`src/rtl/llr_stream_tx_pkg.sv`:
```
// Frame geometry and state encodings shared by the LLR transmitter and the decoder input stage.
// The helper functions let a parameterised instance derive the same geometry from its own N_V/N_LLRS.
package llr_stream_tx_pkg;

    localparam int DEF_WIDTH_IN = 8;
    localparam int DEF_N_LLRS   = 4;
    localparam int DEF_N_V      = 31;

    function automatic int calc_l_seg(input int n_v, input int n_llrs);
        return (n_v - 1) / n_llrs;
    endfunction

    function automatic int calc_last_n(input int n_v, input int n_llrs);
        return ((n_v - 1) % n_llrs) + 1;
    endfunction

    localparam int L_SEG      = calc_l_seg(DEF_N_V, DEF_N_LLRS);
    localparam int LLR_CHUNK  = DEF_N_LLRS * DEF_WIDTH_IN;
    localparam int LAST_N     = calc_last_n(DEF_N_V, DEF_N_LLRS);
    localparam int LAST_CHUNK = LAST_N * DEF_WIDTH_IN;
    localparam int N_BEATS    = L_SEG + 1;

    localparam logic [1:0] ST_IDLE    = 2'd0;
    localparam logic [1:0] ST_WAIT_RX = 2'd1;
    localparam logic [1:0] ST_SEND    = 2'd2;
    localparam logic [1:0] ST_DONE    = 2'd3;

endpackage

```
`src/rtl/llr_stream_tx.sv`:
```
// Streams one parallel frame of channel LLRs into the decoder's chunked input, MSB chunk first,
// waiting for the decoder to go idle and never inserting gaps inside a frame.
module llr_stream_tx
    import llr_stream_tx_pkg::*;
#(
    parameter int WIDTH_IN = 8,
    parameter int N_LLRS   = 4,
    parameter int N_V      = 31
) (
    input  logic                         clk,
    input  logic                         rst,
    input  logic [WIDTH_IN*N_V-1:0]      frame_llrs,
    input  logic                         frame_valid,
    output logic                         frame_ready,
    input  logic                         rx_busy,
    output logic [N_LLRS*WIDTH_IN-1:0]   databus_out,
    output logic                         first_data,
    output logic                         data_valid,
    output logic                         tx_done
);

    localparam int SEGS     = calc_l_seg(N_V, N_LLRS);
    localparam int TAIL_N   = calc_last_n(N_V, N_LLRS);
    localparam int CHUNK_W  = N_LLRS * WIDTH_IN;
    localparam int TAIL_W   = TAIL_N * WIDTH_IN;
    localparam int BEATS    = SEGS + 1;
    localparam int FRAME_W  = WIDTH_IN * N_V;
    localparam int SHADOW_W = BEATS * CHUNK_W;
    localparam int PAD_W    = SHADOW_W - FRAME_W;
    localparam int CNT_W    = $clog2(BEATS + 1);

    localparam logic [CNT_W-1:0] LAST_IDX  = CNT_W'(SEGS);
    localparam logic [CNT_W-1:0] BEATS_CNT = CNT_W'(BEATS);

    logic [1:0]          state;
    logic [SHADOW_W-1:0] shadow;
    logic [CNT_W-1:0]    beat_cnt;
    logic [CNT_W-1:0]    beat_idx;
    logic [CHUNK_W-1:0]  next_beat;

    // The frame is parked left-justified in a whole number of chunks, so every beat is
    // the top of the shadow register and the short tail lands in the top TAIL_W bits.
    always_comb begin
        beat_idx  = (state == ST_SEND) ? beat_cnt : '0;
        next_beat = shadow[SHADOW_W-1 -: CHUNK_W];
        if (beat_idx == LAST_IDX) begin
            next_beat = CHUNK_W'(shadow[SHADOW_W-1 -: TAIL_W]);
        end
    end

    always_ff @(posedge clk or negedge rst) begin
        if (!rst) begin
            state       <= ST_IDLE;
            shadow      <= '0;
            beat_cnt    <= '0;
            frame_ready <= 1'b0;
            databus_out <= '0;
            first_data  <= 1'b0;
            data_valid  <= 1'b0;
            tx_done     <= 1'b0;
        end else begin
            tx_done <= 1'b0;
            case (state)
                ST_IDLE: begin
                    frame_ready <= 1'b1;
                    if (frame_valid && frame_ready) begin
                        shadow      <= SHADOW_W'(frame_llrs) << PAD_W;
                        frame_ready <= 1'b0;
                        state       <= ST_WAIT_RX;
                    end
                end
                ST_WAIT_RX: begin
                    if (!rx_busy) begin
                        databus_out <= next_beat;
                        data_valid  <= 1'b1;
                        first_data  <= 1'b1;
                        beat_cnt    <= CNT_W'(1);
                        shadow      <= shadow << CHUNK_W;
                        state       <= ST_SEND;
                    end
                end
                ST_SEND: begin
                    first_data <= 1'b0;
                    if (beat_cnt == BEATS_CNT) begin
                        data_valid  <= 1'b0;
                        databus_out <= '0;
                        beat_cnt    <= '0;
                        tx_done     <= 1'b1;
                        state       <= ST_DONE;
                    end else begin
                        databus_out <= next_beat;
                        shadow      <= shadow << CHUNK_W;
                        beat_cnt    <= beat_cnt + CNT_W'(1);
                    end
                end
                ST_DONE: begin
                    frame_ready <= 1'b1;
                    state       <= ST_IDLE;
                end
                default: state <= ST_IDLE;
            endcase
        end
    end

endmodule

```
`config.mk`:
```
export PLATFORM = sky130hd
export DESIGN_NAME = llr_stream_tx
export DESIGN_NICKNAME = d
export VERILOG_FILES = /design/src/rtl/llr_stream_tx_pkg.sv /design/src/rtl/llr_stream_tx.sv
export SDC_FILE = /design/constraint.sdc
export NUM_CORES = 1
export LEC_CHECK = 0
export ABC_AREA = 1
export CORE_ASPECT_RATIO = 1.5
export CORE_MARGIN = 2
export CORE_UTILIZATION = 41
export CTS_CLUSTER_SIZE = 25
export DETAILED_ROUTE_END_ITERATION = 7
export GPL_ROUTABILITY_DRIVEN = 1
export MAX_ROUTING_LAYER = met4
export PLACE_DENSITY = 0.65
export SYNTH_ARGS = -nofsm -noshare
export SYNTH_HDL_FRONTEND = slang
export SYNTH_SLANG_ARGS = --single-unit
```
`constraint.sdc`:
```
create_clock -name clk -period 2.1 [get_ports clk]
set_clock_uncertainty 0.05 [all_clocks]
set_input_delay 0.42 -clock clk [delete_from_list [all_inputs] [get_ports clk]]
set_output_delay 0.42 -clock clk [all_outputs]
set_load 0.01 [all_outputs]
```
## Word level (Yosys, flattened, before mapping)

Index checks and enable logic that the tools add are counted.

- Bits in registers: 298
- Input bits: 252
- Output and inout bits: 36

- Add/subtract/negate cells: 1
- Equality and inequality tests: 9
- Muxes and demuxes: 24
- Reductions and logical operators: 9

Operators by type and width:

| kind | number |
|---|---|
| 2-to-1 mux 256 bit | 3 |
| one-hot mux 256 bit (3 select lines) | 1 |
| 2-to-1 mux 32 bit | 3 |
| one-hot mux 32 bit (2 select lines) | 1 |
| 2-to-1 mux 4 bit | 3 |
| one-hot mux 2 bit (4 select lines) | 1 |
| one-hot mux 4 bit (2 select lines) | 1 |
| 2-to-1 mux 2 bit | 3 |
| inequality test 2 bit, second input constant | 3 |
| one-hot mux 1 bit (2 select lines) | 3 |
| AND reduction 3 bit | 2 |
| 2-to-1 mux 1 bit | 5 |
| adder 4 x 1 -> 4 bit, second input constant | 1 |
| equality test 2 bit, second input constant | 2 |
| equality test 4 x 3 -> 1 bit, second input constant | 1 |
| equality test 4 bit, second input constant | 1 |
| AND reduction 4 bit | 1 |
| nonzero test 2 bit | 2 |
| nonzero test 3 bit | 1 |
| equality test 2 x 1 -> 1 bit, second input constant | 1 |
| logical NOT 2 bit | 1 |
| inequality test 2 x 1 -> 1 bit, second input constant | 1 |
| AND reduction 2 bit | 1 |
| logical AND 1 bit | 1 |

## Longest topological paths before layout

Gate-level depths: netlist of the first run.

- Depth in word-level cells: 6
- Gate-level depth with buffers: 11
- Depth with buffers taken out: 9

## Worst setup path after synthesis of the first run

OpenSTA, ideal clock, no wires.

- Path kind: reg-to-reg
- From: register state[0]
- To: register databus_out[0]
- Setup time: 66 ps
- Arrival: 1731 ps
- Data required time: 1984 ps
- Path slack: 253 ps
- Cell stages (with the launch flop): 11
- Cell sequence: dfrtp_1 > inv_1 > ha_1 > buf_2 > nand2_2 > inv_1 > nand2_2 > inv_1 > buf_2 > nand3_1 > nand2_1

- Cells in the longest elaborated chain, start to end: 6
- Elaborated cells between the ends (all ways): 11

RTL lines:

| element | line | source |
|---|---|---|
| from (decl) | llr_stream_tx.sv:35 | `logic [1:0] state;` |
| from (signal assigned) | llr_stream_tx.sv:53 | `state <= ST_IDLE;` |
| from (signal assigned) | llr_stream_tx.sv:69 | `state <= ST_WAIT_RX;` |
| from (signal assigned) | llr_stream_tx.sv:79 | `state <= ST_SEND;` |
| equality test 2 bit | llr_stream_tx.sv:44, llr_stream_tx.sv:63 |  |
| 2-to-1 mux 4 bit | llr_stream_tx.sv:44 | `beat_idx = (state == ST_SEND) ? beat_cnt : '0;` |
| equality test 4 x 3 -> 1 bit | llr_stream_tx.sv:46 | `if (beat_idx == LAST_IDX) begin` |
| 2-to-1 mux 32 bit | llr_stream_tx.sv:46 |  |
| 2-to-1 mux 32 bit (on tied branches) | llr_stream_tx.sv:84, llr_stream_tx.sv:73 |  |
| one-hot mux 32 bit (2 select lines) | llr_stream_tx.sv:63 | `case (state)` |
| to (signal assigned) | llr_stream_tx.sv:74 | `databus_out <= next_beat;` |
| to (signal assigned) | llr_stream_tx.sv:91 | `databus_out <= next_beat;` |
| to (decl) | llr_stream_tx.sv:16 | `output logic [N_LLRS*WIDTH_IN-1:0] databus_out,` |

Parallel ways exist; a longest one is shown, timed or not. The select of a mux whose other input is x is not followed.
A chain may end at the register's enable or synchronous reset.

## Final worst setup path of the first run

- From: register databus_out[4]
- To: output databus_out[4]

No word-level cell between the ends.

==> impl.org, run 1 <==
** Power
- Design internal power :: 19.4 mW
- Power density cells :: 1770 nW/µm²
- Leakage Power :: 10.7 nW
- The completed layout was analyzed and its total power is 35.5 mW.
- Fraction of power consumed by combinational cells :: 0.556
- IR analysis of the VDD net gives a maximum drop of 1.58 mV.
- Of the total power, the clock network draws 0.171.
- Switching power share of the total :: 0.454
- Switching power :: 16.1 mW
- The share of total power dissipated in sequential elements is 0.273.

** Detailed routing
- Via count :: 14700
- The count of nets left with antenna violations once routing finished came out at 0.
- Number of DRC markers after the initial detailed-route iteration :: 916
- After detailed routing, the number of remaining DRC violations is 0.
- DR WL/cell :: 16.6 µm
- Initial DRT Pass Iterations :: 5
- Mean number of vias per cell :: 5.12
- After detailed routing, the total wire length is 47600 µm.

** Synth
- Of the synthesized area, sequential elements account for 0.479.
- Of the total synthesized cell area, the portion taken by full adders, half adders and majority gates is 0.00661.
- Post-synthesis instance total :: 2153
- Number of nets in the synthesized netlist :: 2413
- In this run, synthesis produced a sequential element count of 290.
- sky130_fd_sc_hd__dfrtp_1 takes more of the synthesized area than any other cell.
- Mux contribution to synthesized area :: 0
- Combinational family with the most area after synthesis :: simple AND/OR/NAND/NOR gates
- The share of synthesized area in the top cell type comes to 0.479.
- Summing every instance area after synthesis gives 15100 µm².
- Simple-gate share of the synthesized area :: 0.444
- Distinct cell type count after synthesis :: 20
- Syn avg cell area :: 7.03 µm²
- Yosys printed 0 warnings.
- In the post-synthesis netlist, the biggest area contributors are sky130_fd_sc_hd__dfrtp_1 48%, sky130_fd_sc_hd__nand2_1 31%, sky130_fd_sc_hd__nand4_1 10%, sky130_fd_sc_hd__clkbuf_1 2.4%, sky130_fd_sc_hd__inv_1 1.7%.
- The compound-gate portion of the synthesized area came to 0.00496.
- Share of the synthesized netlist area taken by xor and xnor gates :: 0.000579

** Timing
- Setup violation total in the final timing report :: 0
- Minimum clock period after layout :: 1950 ps
- For this run, the top clock speed supported by timing is 0.514 GHz.
- Headroom to the max-slew limit came out at 0.713.
- Setup repair after global routing left no endpoint under its margin.
- Minimum setup slack in the final design :: 154 ps
- In the finished design, the share of the clock period the worst path needs comes to 0.927.
- Adding up every negative setup slack in the final design gives 0 ps.
- Worst Tran Pin Value :: 431 ps
- The count of pins over their slew limit was 0.
- Hold violation count in the final report :: 0

** Placement
- Port buffering added 287 buffers.
- DP Wirelength :: 33800 µm
- At the end of routability-driven placement, the weighted congestion stood at 0.946.
- Before CTS, the worst setup slack after placement is 19.3 ps.
- DP Area :: 18800 µm²

** Floorplan
- The die covers 38500 µm².
- DIE WIDTH :: 161 µm
- Boundary pin count :: 288
- The floorplan has 86 rows.
- From bottom edge to top edge, the die measures 239 µm.
- In this run the standard cell core region covers 36600 µm².
- Initial standard-cell utilization of the core :: 0.414

** Clock network
- Max Root-Sink Buffers :: 3
- Clock tree from TritonCTS :: yes
- At the later pin of the worst-skew pair, clock insertion delay measures 570 ps.
- In this run the number of H-tree levels came out at 1.
- TritonCTS Buffers :: 29
- The clock net in this run drives a total of 290 sinks.
- Clock-pin slew was measured on the worst setup and hold paths at 60 ps.
- The cell sitting at the root of the clock tree is a sky130_fd_sc_hd__clkbuf_16.

** GRT
- In the global route stage, overall resource usage came out at 0.251.
- Antenna violations before repair :: 3
- First-pass GRT wire length :: 76000 µm
- Summed over all layers, the global routing overflow is 0.
- Via count of the first global-routing pass :: 14800
- Entering global routing, the biggest net connects 97 pins.

** Critical path
- Data on the critical path arrives at its endpoint at 1480 ps.
- Startpoint kind of the worst setup timing path :: flip-flop
- At the worst endpoint, the required time is 1630 ps.
- The largest individual stage delay along the critical path comes from the cell sky130_fd_sc_hd__clkdlybuf4s50_1.
- Worst setup EP type :: output port
- Kind of cell adding the most delay to the critical path :: buffers and inverters
- Biggest fanout along the worst timing path :: 2
- Number of buffers and inverters on the critical path :: 1
- On the worst path, the slowest cell contributes a delay of 570 ps.
- The setup check on the worst reg-to-reg path leaves a slack of 160 ps.
- Traced cell by cell, the critical path runs through clkdlybuf4s50_1.
- Type of the worst setup path :: reg -> out

** Finish
- Net count of the finished layout :: 2620
- Area growth from synthesis to layout :: 32.2%
- In the final layout, the share of cells above drive strength 1 is 0.0512.
- Most frequent standard cell in the layout excluding fill and tap cells :: sky130_fd_sc_hd__nand2_1
- Final non-filler cell area :: 20000 µm²
- Commonest cells after routing, fill and taps aside :: 1256 x sky130_fd_sc_hd__nand2_1, 290 x sky130_fd_sc_hd__dfrtp_1, 286 x sky130_fd_sc_hd__clkdlybuf4s50_1

** Job
- Across the run, the number of max-cap violations was 0.

** Run status
- The flow ran to the end, and the final reports show no timing, DRC or antenna violations.

** Worst hold path
- Hold WC Path Type :: in -> async
## power groups by stage
stage / logic [mW] / registers (mW) / clock network, mW
after floorplan: 13.2 / 9.50 / 0
after global placement: 19.3 / 9.67 / 0
after detailed placement: 19.6 / 9.74 / 0
after CTS: 19.7 / 9.67 / 6.20
after global routing: 22.3 / 9.98 / 6.41
final: 19.7 / 9.69 / 6.08
## metrics by stage
stage,std cells,util,hold WS (ps)
final,2870,0.547,297
after floorplan,2153,-,74.4
after CTS,2866,0.546,293
after global routing,2870,0.547,318
after detailed placement,2811,0.514,309
after global placement,2811,0.514,317
## sequential cells by signal, summed over array words and instances (netlist names)
| name | cells |
|---|---|
| databus_out | 32 |
| tx_done | 1 |
| data_valid | 1 |
| beat_cnt | 4 |
| first_data | 1 |
| state | 2 |
| shadow | 248 |
| frame_ready | 1 |
## kinds of logic after synthesis
group / Yosys count
AO/OA/AOI/OAI: 15
AND/OR/NAND/NOR: 1597
adder cells (fa/ha/maj): 8
XOR/XNOR: 1
flip-flops: 290
buffers and inverters: 242
## routing by layer
layer	vias to the layer above	share of wire	track usage
li1	7288	-	-
met4	0	0.042	0.106
met5	-	0	-
met3	99	0.051	0.0277
met1	6843	0.39	0.289
met2	476	0.52	0.445
## Yosys cell counts
cell type / number
sky130_fd_sc_hd__buf_4: 1
sky130_fd_sc_hd__nand3_1: 45
sky130_fd_sc_hd__nand2_1: 1256
sky130_fd_sc_hd__buf_2: 50
sky130_fd_sc_hd__xor2_1: 1
sky130_fd_sc_hd__inv_2: 1
sky130_fd_sc_hd__a21oi_1: 1
sky130_fd_sc_hd__clkbuf_1: 97
sky130_fd_sc_hd__o21ai_0: 14
sky130_fd_sc_hd__dfrtp_1: 290
sky130_fd_sc_hd__nor2_2: 1
sky130_fd_sc_hd__inv_1: 67
sky130_fd_sc_hd__clkinv_1: 1
sky130_fd_sc_hd__ha_1: 8
sky130_fd_sc_hd__nor2_1: 35
sky130_fd_sc_hd__nand4_1: 249
sky130_fd_sc_hd__nand4_2: 1
sky130_fd_sc_hd__nand3b_1: 8
sky130_fd_sc_hd__nand2_2: 2
sky130_fd_sc_hd__buf_1: 25
## final timing paths
kind | startpoint | endpoint | cells past startpoint
max | databus_out[4] | databus_out[4] | 1
min | rst | shadow[97] | 2
max reg2reg | state[0] | databus_out[21] | 9
min reg2reg | shadow[212] | shadow[212] | 2
max in group asynchronous | rst | shadow[147] | 3
min in group clk | shadow[212] | shadow[212] | 2
## area by class of cell
type / count / area (µm²)
diodes: 3 / 7.51
clock buffers: 40 / 847
clock inverters: 14 / 284
fillers: 3599 / 16600
inverters: 69 / 279
multi-input cells: 1621 / 6940
flip-flops and latches: 290 / 7260
well taps: 484 / 606
repair buffers: 349 / 3790
## what timing repair did
action / CTS / global route
setup buffers: 0 / 0
endpoints found under the hold margin: 37 / 0
hold buffers: 1 / 0
setup endpoints to repair: 0 / 50
resized for setup: 0 / 4
Power figures use the tool's default switching activity.
==> run 2, diff against run 1 <==
Settings changed: TNS_END_PERCENT set to 100.
==> results of run 2 <==
No change in the layout: final DEF, timing and power equal those of run 1.
